[src/rtl/spi_frame_rx.sv]
// SPI slave frame receiver: oversamples sck/sdi/cs into clk and delivers FRAME_BYTES-byte frames.
// Optional status-byte shift-out on sdo is enabled by defining SPI_SDO_EN.
module spi_frame_rx #(
  parameter int unsigned FRAME_BYTES = 42,
  parameter bit          CPOL        = 1'b0,
  parameter bit          CPHA        = 1'b0,
  parameter bit          MSB_FIRST   = 1'b1,
  parameter int unsigned SYNC_STAGES = 2
) (
  input  logic                                  clk,
  input  logic                                  reset_n,
  input  logic                                  sck,
  input  logic                                  sdi,
  input  logic                                  cs,
  output logic [8*FRAME_BYTES-1:0]              frame_data,
  output logic                                  frame_valid,
  input  logic                                  frame_ready,
  output logic [$clog2(8*FRAME_BYTES+1)-1:0]    bit_count,
  output logic                                  overrun_err,
  output logic                                  frame_err,
  input  logic                                  clr_err
`ifdef SPI_SDO_EN
  ,
  output logic                                  sdo
`endif
);

  localparam int unsigned FRAME_BITS = 8 * FRAME_BYTES;
  localparam int unsigned CNT_W      = $clog2(FRAME_BITS + 1);

  typedef enum logic [1:0] {IDLE, SHIFT, DONE} state_t;

  logic [SYNC_STAGES-1:0] sck_sync_q, sdi_sync_q, cs_sync_q;
  logic                   sck_prev_q;
  logic                   sck_s, sdi_s, cs_s;
  logic                   rise_c, fall_c, sample_edge_c;

  state_t                 state_q, state_d;
  logic [CNT_W-1:0]       cnt_q, cnt_d;
  logic [FRAME_BITS-1:0]  shift_q, shift_d, shift_in_c;
  logic [FRAME_BITS-1:0]  data_q, data_d;
  logic                   entry_q, entry_d;
  logic                   valid_q, valid_d;
  logic                   ovr_q, ovr_d;
  logic                   ferr_q, ferr_d;

  // Synchronisers; reset to the idle bus state so no false edge appears after reset
  always_ff @(posedge clk or negedge reset_n) begin
    if (!reset_n) begin
      sck_sync_q <= {SYNC_STAGES{CPOL}};
      sdi_sync_q <= '0;
      cs_sync_q  <= '1;
      sck_prev_q <= CPOL;
    end else begin
      sck_sync_q <= {sck_sync_q[SYNC_STAGES-2:0], sck};
      sdi_sync_q <= {sdi_sync_q[SYNC_STAGES-2:0], sdi};
      cs_sync_q  <= {cs_sync_q[SYNC_STAGES-2:0], cs};
      sck_prev_q <= sck_s;
    end
  end

  assign sck_s         = sck_sync_q[SYNC_STAGES-1];
  assign sdi_s         = sdi_sync_q[SYNC_STAGES-1];
  assign cs_s          = cs_sync_q[SYNC_STAGES-1];
  assign rise_c        = sck_s & ~sck_prev_q;
  assign fall_c        = ~sck_s & sck_prev_q;
  assign sample_edge_c = (CPOL == CPHA) ? rise_c : fall_c;
  assign shift_in_c    = MSB_FIRST ? {shift_q[FRAME_BITS-2:0], sdi_s}
                                   : {sdi_s, shift_q[FRAME_BITS-1:1]};

  always_ff @(posedge clk or negedge reset_n) begin
    if (!reset_n) begin
      state_q <= IDLE;
      cnt_q   <= '0;
      shift_q <= '0;
      data_q  <= '0;
      entry_q <= 1'b0;
      valid_q <= 1'b0;
      ovr_q   <= 1'b0;
      ferr_q  <= 1'b0;
    end else begin
      state_q <= state_d;
      cnt_q   <= cnt_d;
      shift_q <= shift_d;
      data_q  <= data_d;
      entry_q <= entry_d;
      valid_q <= valid_d;
      ovr_q   <= ovr_d;
      ferr_q  <= ferr_d;
    end
  end

  // Next-state: error sets are applied after clr_err so a new error wins
  always_comb begin
    state_d = state_q;
    cnt_d   = cnt_q;
    shift_d = shift_q;
    data_d  = data_q;
    entry_d = 1'b0;
    valid_d = valid_q;
    ovr_d   = clr_err ? 1'b0 : ovr_q;
    ferr_d  = clr_err ? 1'b0 : ferr_q;
    if (valid_q && frame_ready) valid_d = 1'b0;
    case (state_q)
      IDLE: begin
        cnt_d   = '0;
        shift_d = '0;
        if (!cs_s) state_d = SHIFT;
      end
      SHIFT: begin
        if (cs_s) begin
          ferr_d  = 1'b1;
          cnt_d   = '0;
          state_d = IDLE;
        end else if (sample_edge_c) begin
          shift_d = shift_in_c;
          cnt_d   = cnt_q + CNT_W'(1);
          if (cnt_q == CNT_W'(FRAME_BITS - 1)) begin
            state_d = DONE;
            entry_d = 1'b1;
          end
        end
      end
      DONE: begin
        if (entry_q) begin
          if (valid_q && !frame_ready) begin
            ovr_d = 1'b1;
          end else begin
            data_d  = shift_q;
            valid_d = 1'b1;
          end
        end
        if (cs_s) begin
          cnt_d   = '0;
          state_d = IDLE;
        end else if (sample_edge_c) begin
          ferr_d = 1'b1;
        end
      end
      default: state_d = IDLE;
    endcase
  end

  assign frame_data  = data_q;
  assign frame_valid = valid_q;
  assign bit_count   = cnt_q;
  assign overrun_err = ovr_q;
  assign frame_err   = ferr_q;

`ifdef SPI_SDO_EN
  logic       launch_edge_c;
  logic [7:0] sdo_sr_q, sdo_sr_d;
  logic       sdo_q, sdo_d;

  assign launch_edge_c = (CPOL == CPHA) ? fall_c : rise_c;

  // Status byte is snapshotted at cs fall and indexed by the bit count on each launch edge
  always_comb begin
    sdo_sr_d = sdo_sr_q;
    sdo_d    = 1'b0;
    if (!cs_s) begin
      if (state_q == IDLE) begin
        sdo_sr_d = {ovr_q, ferr_q, valid_q, 5'b0};
        sdo_d    = ovr_q;
      end else if (state_q == SHIFT) begin
        sdo_d = sdo_q;
        if (launch_edge_c) begin
          sdo_d = (cnt_q < CNT_W'(8)) ? sdo_sr_q[3'(CNT_W'(7) - cnt_q)] : 1'b0;
        end
      end
    end
  end

  always_ff @(posedge clk or negedge reset_n) begin
    if (!reset_n) begin
      sdo_sr_q <= '0;
      sdo_q    <= 1'b0;
    end else begin
      sdo_sr_q <= sdo_sr_d;
      sdo_q    <= sdo_d;
    end
  end

  assign sdo = sdo_q;
`endif

endmodule

[config.mk]
export PLATFORM = sky130hd
export DESIGN_NAME = spi_frame_rx
export DESIGN_NICKNAME = d
export VERILOG_FILES = /design/src/rtl/spi_frame_rx.sv
export SDC_FILE = /design/constraint.sdc
export NUM_CORES = 1
export LEC_CHECK = 0
export ABC_AREA = 1
export CORE_UTILIZATION = 58
export DETAILED_ROUTE_END_ITERATION = 8
export GPL_ROUTABILITY_DRIVEN = 0
export PLACE_DENSITY = 0.89
export REMOVE_ABC_BUFFERS = 1
export SETUP_SLACK_MARGIN = 0.2
export SLEW_MARGIN = 40
export SYNTH_ARGS = -nofsm -noshare
export SYNTH_HDL_FRONTEND = slang
export SYNTH_SLANG_ARGS = --single-unit
[constraint.sdc]
create_clock -name clk -period 2.62 [get_ports clk]
set_input_delay 0.393 -clock clk [delete_from_list [all_inputs] [get_ports clk]]
set_output_delay 0.393 -clock clk [all_outputs]
set_load 0.05 [all_outputs]
== Word level (Yosys, flattened, before mapping) ==
Index checks and enable logic that the tools add are counted.

* Mux-type cells: 30
* Reductions and logical operators: 10
* Add/sub/neg operators: 1
* Bitwise gates (word level): 3
* Eq/ne operators: 9

{| class="wikitable"
|+ Operators by type and width
! operator !! number
|-
| $mux W336 || 2
|-
| $pmux W336 S2 || 1
|-
| $mux W9 || 3
|-
| $pmux W9 S3 || 1
|-
| $mux W1 || 16
|-
| $mux W2 || 5
|-
| $add A9 B1 Y9 const B || 1
|-
| $eq A9 B9 Y1 const B || 1
|-
| $reduce_and A3 Y1 || 3
|-
| $ne A2 B2 Y1 const B || 4
|-
| $ne A3 B3 Y1 const B || 2
|-
| $pmux W2 S3 || 1
|-
| $reduce_and A4 Y1 || 1
|-
| $reduce_bool A3 Y1 || 1
|-
| $eq A2 B1 Y1 const B || 1
|-
| $eq A2 B2 Y1 const B || 1
|-
| $logic_and A1 B1 Y1 || 2
|-
| $logic_not A2 Y1 || 1
|-
| $not A1 Y1 || 2
|-
| $pmux W1 S2 || 1
|-
| $reduce_bool A2 Y1 || 1
|-
| $and A1 B1 Y1 || 1
|-
| $logic_not A1 Y1 || 1
|}

* Output and inout bits: 348
* Register bits: 694
* Word-level logic and storage cells: 65

== Longest topological paths before layout ==
* Depth in word-level cells: 5
* Gate-level depth with buffers: 11

== Least setup slack after synthesis ==
No wires, ideal clock.

* Kind: register to register
* From: reg valid_q (netlist: frame_valid)
* To: reg data_q[261] (netlist: frame_data[261])
* Setup slack: 0.969 ns
* Arrival: 1.569 ns
* Cell stages (with the launch flop): 8
* Period minus slack after synthesis: 1.651 ns
* Setup time: 0.083 ns
* Required time: 2.537 ns
* Cells stage by stage: dfrtp_1 > nand2_1 > nand3_1 > buf_2 > buf_2 > buf_2 > nand2_1 > o21ai_0

* Longest elaborated chain between the ends: 3

{| class="wikitable"
|+ Ends and longest elaborated chain
! item !! line !! text
|-
| start: declaration || 43 || <nowiki>logic valid_q, valid_d;</nowiki>
|-
| start signal: assignment || 87 || <nowiki>valid_q <= valid_d;</nowiki>
|-
| $logic_and A1 B1 Y1 || 126 || <nowiki>if (valid_q && !frame_ready) begin</nowiki>
|-
| $not A1 Y1 (no source line) || -- ||
|-
| $reduce_and A3 Y1 (no source line) || -- ||
|-
| end signal: assignment || 85 || <nowiki>data_q <= data_d;</nowiki>
|-
| end: declaration || 41 || <nowiki>logic [FRAME_BITS-1:0] data_q, data_d;</nowiki>
|}

No other way between the ends.
A chain may end at the register's enable or synchronous reset.

== Final worst setup path ==
* From: reg state_q[1]
* To: reg shift_q[104]

* Longest elaborated chain between the ends: 3
* Elaborated cells between the ends (all ways): 7
* Those cells by class: eq/ne: 3; mux: 1; reduce/logical: 3

{| class="wikitable"
|+ Ends and longest elaborated chain
! item !! line !! text
|-
| start: declaration || 38 || <nowiki>state_t state_q, state_d;</nowiki>
|-
| start signal: assignment || 82 || <nowiki>state_q <= state_d;</nowiki>
|-
| $eq A2 B1 Y1 / $logic_not A2 Y1 (equally long branches) || 104 || <nowiki>case (state_q)</nowiki>
|-
| $ne A2 B2 Y1 (no source line) / $reduce_bool A2 Y1 (equally long branches) || -- ||
|-
| $reduce_and A3 Y1 (no source line) || -- ||
|-
| end signal: assignment || 84 || <nowiki>shift_q <= shift_d;</nowiki>
|-
| end: declaration || 40 || <nowiki>logic [FRAME_BITS-1:0] shift_q, shift_d, shift_in_c;</nowiki>
|}

Parallel ways exist; a longest one is shown, timed or not.

==> impl_metrics.ini <==
[sta]
min_period_ns = 2.32
fin_skew_ns = 0.0235
hold_violations = 0
tns_ns = 0
rsz0062_at_grt = false
relSlewSlack_pct = 56.2
fmax_ghz = 0.431
worstMarginPinSlew_ns = 0.656
min_period_over_period_pct = 88.6
holdWs_ns = 0.281
report.final.slew_viol_count = 0
finalSetupViolCount = 0

[cells_and_area]
antennaDiodeCount = 0
area_growth_pct = 26.8
layout.cells.non_filler = 3214
finalInstanceArea_um2 = 31700
fin_nets = 2637
final_layout_size_suffix_gt1_share_pct = 6.43

[critical_path]
worstSetupPathDepth = 8
critical_path.top_delay_family = buffers and inverters
cp-start-kind = flop
required_ns = 3.06
cp_slowest_cell = buf_12
cp_slowest_stage_delay_ns = 0.47
path_max_fanout = 122
endpoint_kind = flop
cp_num_buf_inv = 4
path_cells = inv_1 -> ha_1 -> nand2_2 -> inv_2 -> nand2_8 -> buf_12 -> buf_4 -> o22ai_1
arrival_ns = 2.76
r2r_cells = 8
crit_type = flop to flop

[synth]
netlist_instances = 2299
synth_xor_area_share_pct = 0
synthesis.area_um2 = 25000
synth_top_family_by_area = compound AO/OA/AOI/OAI gates
synthDistinctLibCells = 26
synth_compound_area_share_pct = 15.6
yosys.area_share.simple_pct = 6.30
synth-seq-cells = 694
yosysWarnings = 0
post_synth.cell_area_avg_um2 = 10.9
synth.area.mux_share_pct = 0
synth_fa_ha_area_share_pct = 0.201
ys_seq_area_share_pct = 69.6

[placed_design]
dpl_cell_area_um2 = 29300
dp.cells = 3094
hpwl_um = 38800
io_buffer_count = 354

[global_route]
grt_start_max_net_pins = 123
grt_pass1_wl_um = 105000
grt.total_usage_pct = 30.4
overflow = 0
antenna_found_initial = 0
grt_pass1_vias = 19500

[detailed_routing]
route.detailed.drc = 0
avgRoutedWirePerCell_um = 20.6
wirelength_um = 66100
antenna_left = 0
vias = 19200
via_per_inst = 5.96
drt_iter0_drc = 2284
firstDrtPassIters = 6

[power_and_ir_drop]
leakage_nw = 13.8
seqPwrFrac_pct = 45.6
power_density_nw_per_um2 = 748
pwr-share-comb_pct = 10.5
intPower_w = 0.0179
p_sw_share_pct = 24.4
p_switching_w = 0.00579
ir_drop_mv = 0.652
clock_power_share_pct = 43.9

[status]
outcome = complete, no violations

[floorplanning]
die_area_um2 = 43900
start_util_pct = 59.1
chipWidth_um = 209
die_height_um = 209
coreArea_um2 = 42200
pin_count = 355
rows = 75

[worst_hold_path]
min_path_type = input port to flop
whs_path_depth = 1

[cts]
clk_path_buf_depth = 3
numCtsBuffers = 68
cts_sinks = 694
cts_tree = yes
clkLatencyLatePin_ns = 0.58
clk_pin_slew_ns = 0.06
clockRootBuffer = clkbuf_16
htree_num_levels = 3

[flow_run]
maxCapViolations = 0
-- state kept, by name, indices dropped and copies added, names as in the netlist --
| signal | count |
|---|---|
| entry_q | 1 |
| overrun_err | 1 |
| frame_err | 1 |
| bit_count | 9 |
| frame_data | 336 |
| cs_sync_q | 2 |
| sck_prev_q | 1 |
| sck_sync_q | 2 |
| sdi_sync_q | 2 |
| state_q | 2 |
| frame_valid | 1 |
| shift_q | 336 |
-- path summary, 6_finish.rpt --
kind	from	end	slack, ns
min in group asynchronous	reset_n	frame_data[26]	0.34
hold / removal	sck	sck_sync_q[0]	0.28
hold reg to reg	cs_sync_q[0]	cs_sync_q[1]	0.36
setup / recovery	state_q[1]	shift_q[104]	0.30
setup reg to reg	state_q[1]	shift_q[104]	0.30
max in group asynchronous	reset_n	frame_data[323]	1.24
-- synth_stat cells (all sizes together) --
cell type  count  area [um2]
inv          359        1350
clkbuf        66         248
nand3          9        45.0
ha             4        50.1
o22ai        335        2130
nand3b         1        7.51
nor2          18        67.6
o21a           2        15.0
a21oi          2        10.0
dfrtp        692       17300
o211ai         1        7.51
buf           83         485
nand2        374        1410
a21boi         1        7.51
nor3           1        5.00
nand4          5        31.3
o21ai        343        1720
and2           1        6.26
dfstp          2        52.6
-- power groups by stage --
| stage | Sequential (W) | Clock [W] | Combinational, W |
|---|---|---|---|
| floorplan | 0.0110 | 0 | 0.00114 |
| global placement | 0.0110 | 0 | 0.00236 |
| detailed placement | 0.0110 | 0 | 0.00244 |
| CTS | 0.0108 | 0.0105 | 0.00247 |
| global route | 0.0108 | 0.0109 | 0.00265 |
| finish | 0.0108 | 0.0104 | 0.00249 |
-- metrics by stage --
| step | utilization, % | worst slack, ns | power [W] |
|---|---|---|---|
| finish | 75.0 | 0.299 | 0.0237 |
| CTS | 75.0 | 0.349 | 0.0238 |
| global placement | 69.3 | 0.534 | 0.0133 |
| detailed placement | 69.3 | 0.435 | 0.0134 |
| global route | 75.0 | 0.228 | 0.0243 |
| floorplan | - | -10.30 | 0.0122 |
-- routing by layer --
layer / vias up / wire length, um / global-route usage [%]
met5: - / 0 / 0
met2: 1092 / 33700 / 50.4
met3: 187 / 5530 / 6.84
li1: 8230 / - / -
met1: 9657 / 24600 / 39.0
met4: 0 / 2280 / 12.5
-- cell usage in the layout (no fill, tap or decap), drive strengths merged --
cell and instances:
dfrtp 692, nand2 374, inv 360, clkdlybuf4s50 353
o21ai 343, o22ai 335, clkbuf 97, buf 52
nor2 18, bufinv 10, clkinv 10, nand3 9
nand4 5, ha 4, a21oi 2, o21a 2
dfstp 2, nand3b 1, and2 1, o211ai 1
a21boi 1, nor3 1, clkinvlp 1, dlygate4sd3 1
-- cell type report --
| cell class | count | area [um2] |
|---|---|---|
| Clock buffer | 97 | 2010 |
| Timing Repair Buffer | 406 | 4340 |
| Multi-Input combinational cell | 1097 | 5540 |
| Inverter | 359 | 1350 |
| Clock inverter | 22 | 370 |
| Tap cell | 539 | 674 |
| Sequential cell | 694 | 17400 |
| Fill cell | 2403 | 10600 |
-- logic make-up after synthesis --
logic type / after synthesis
AOI/OAI and AO/OA: 684
adders and majority gates: 4
buffers and inverters: 508
DFF: 694
and+or+nand+nor: 409
-- worst register-to-register path, stage by stage (launching register included) --
cell     delay (ns)
dfrtp_1        0.37
inv_1          0.08
ha_1           0.27
nand2_2        0.17
inv_2          0.11
nand2_8        0.09
buf_12         0.47
buf_4          0.51
o22ai_1        0.14
-- what timing repair did --
| item | CTS | global route |
|---|---|---|
| hold endpoints to repair | 45 | 0 |
| gates resized for setup | 0 | 0 |
| setup buffers | 0 | 0 |
| hold buffers | 1 | 0 |
(Power assumes the default switching activity.)
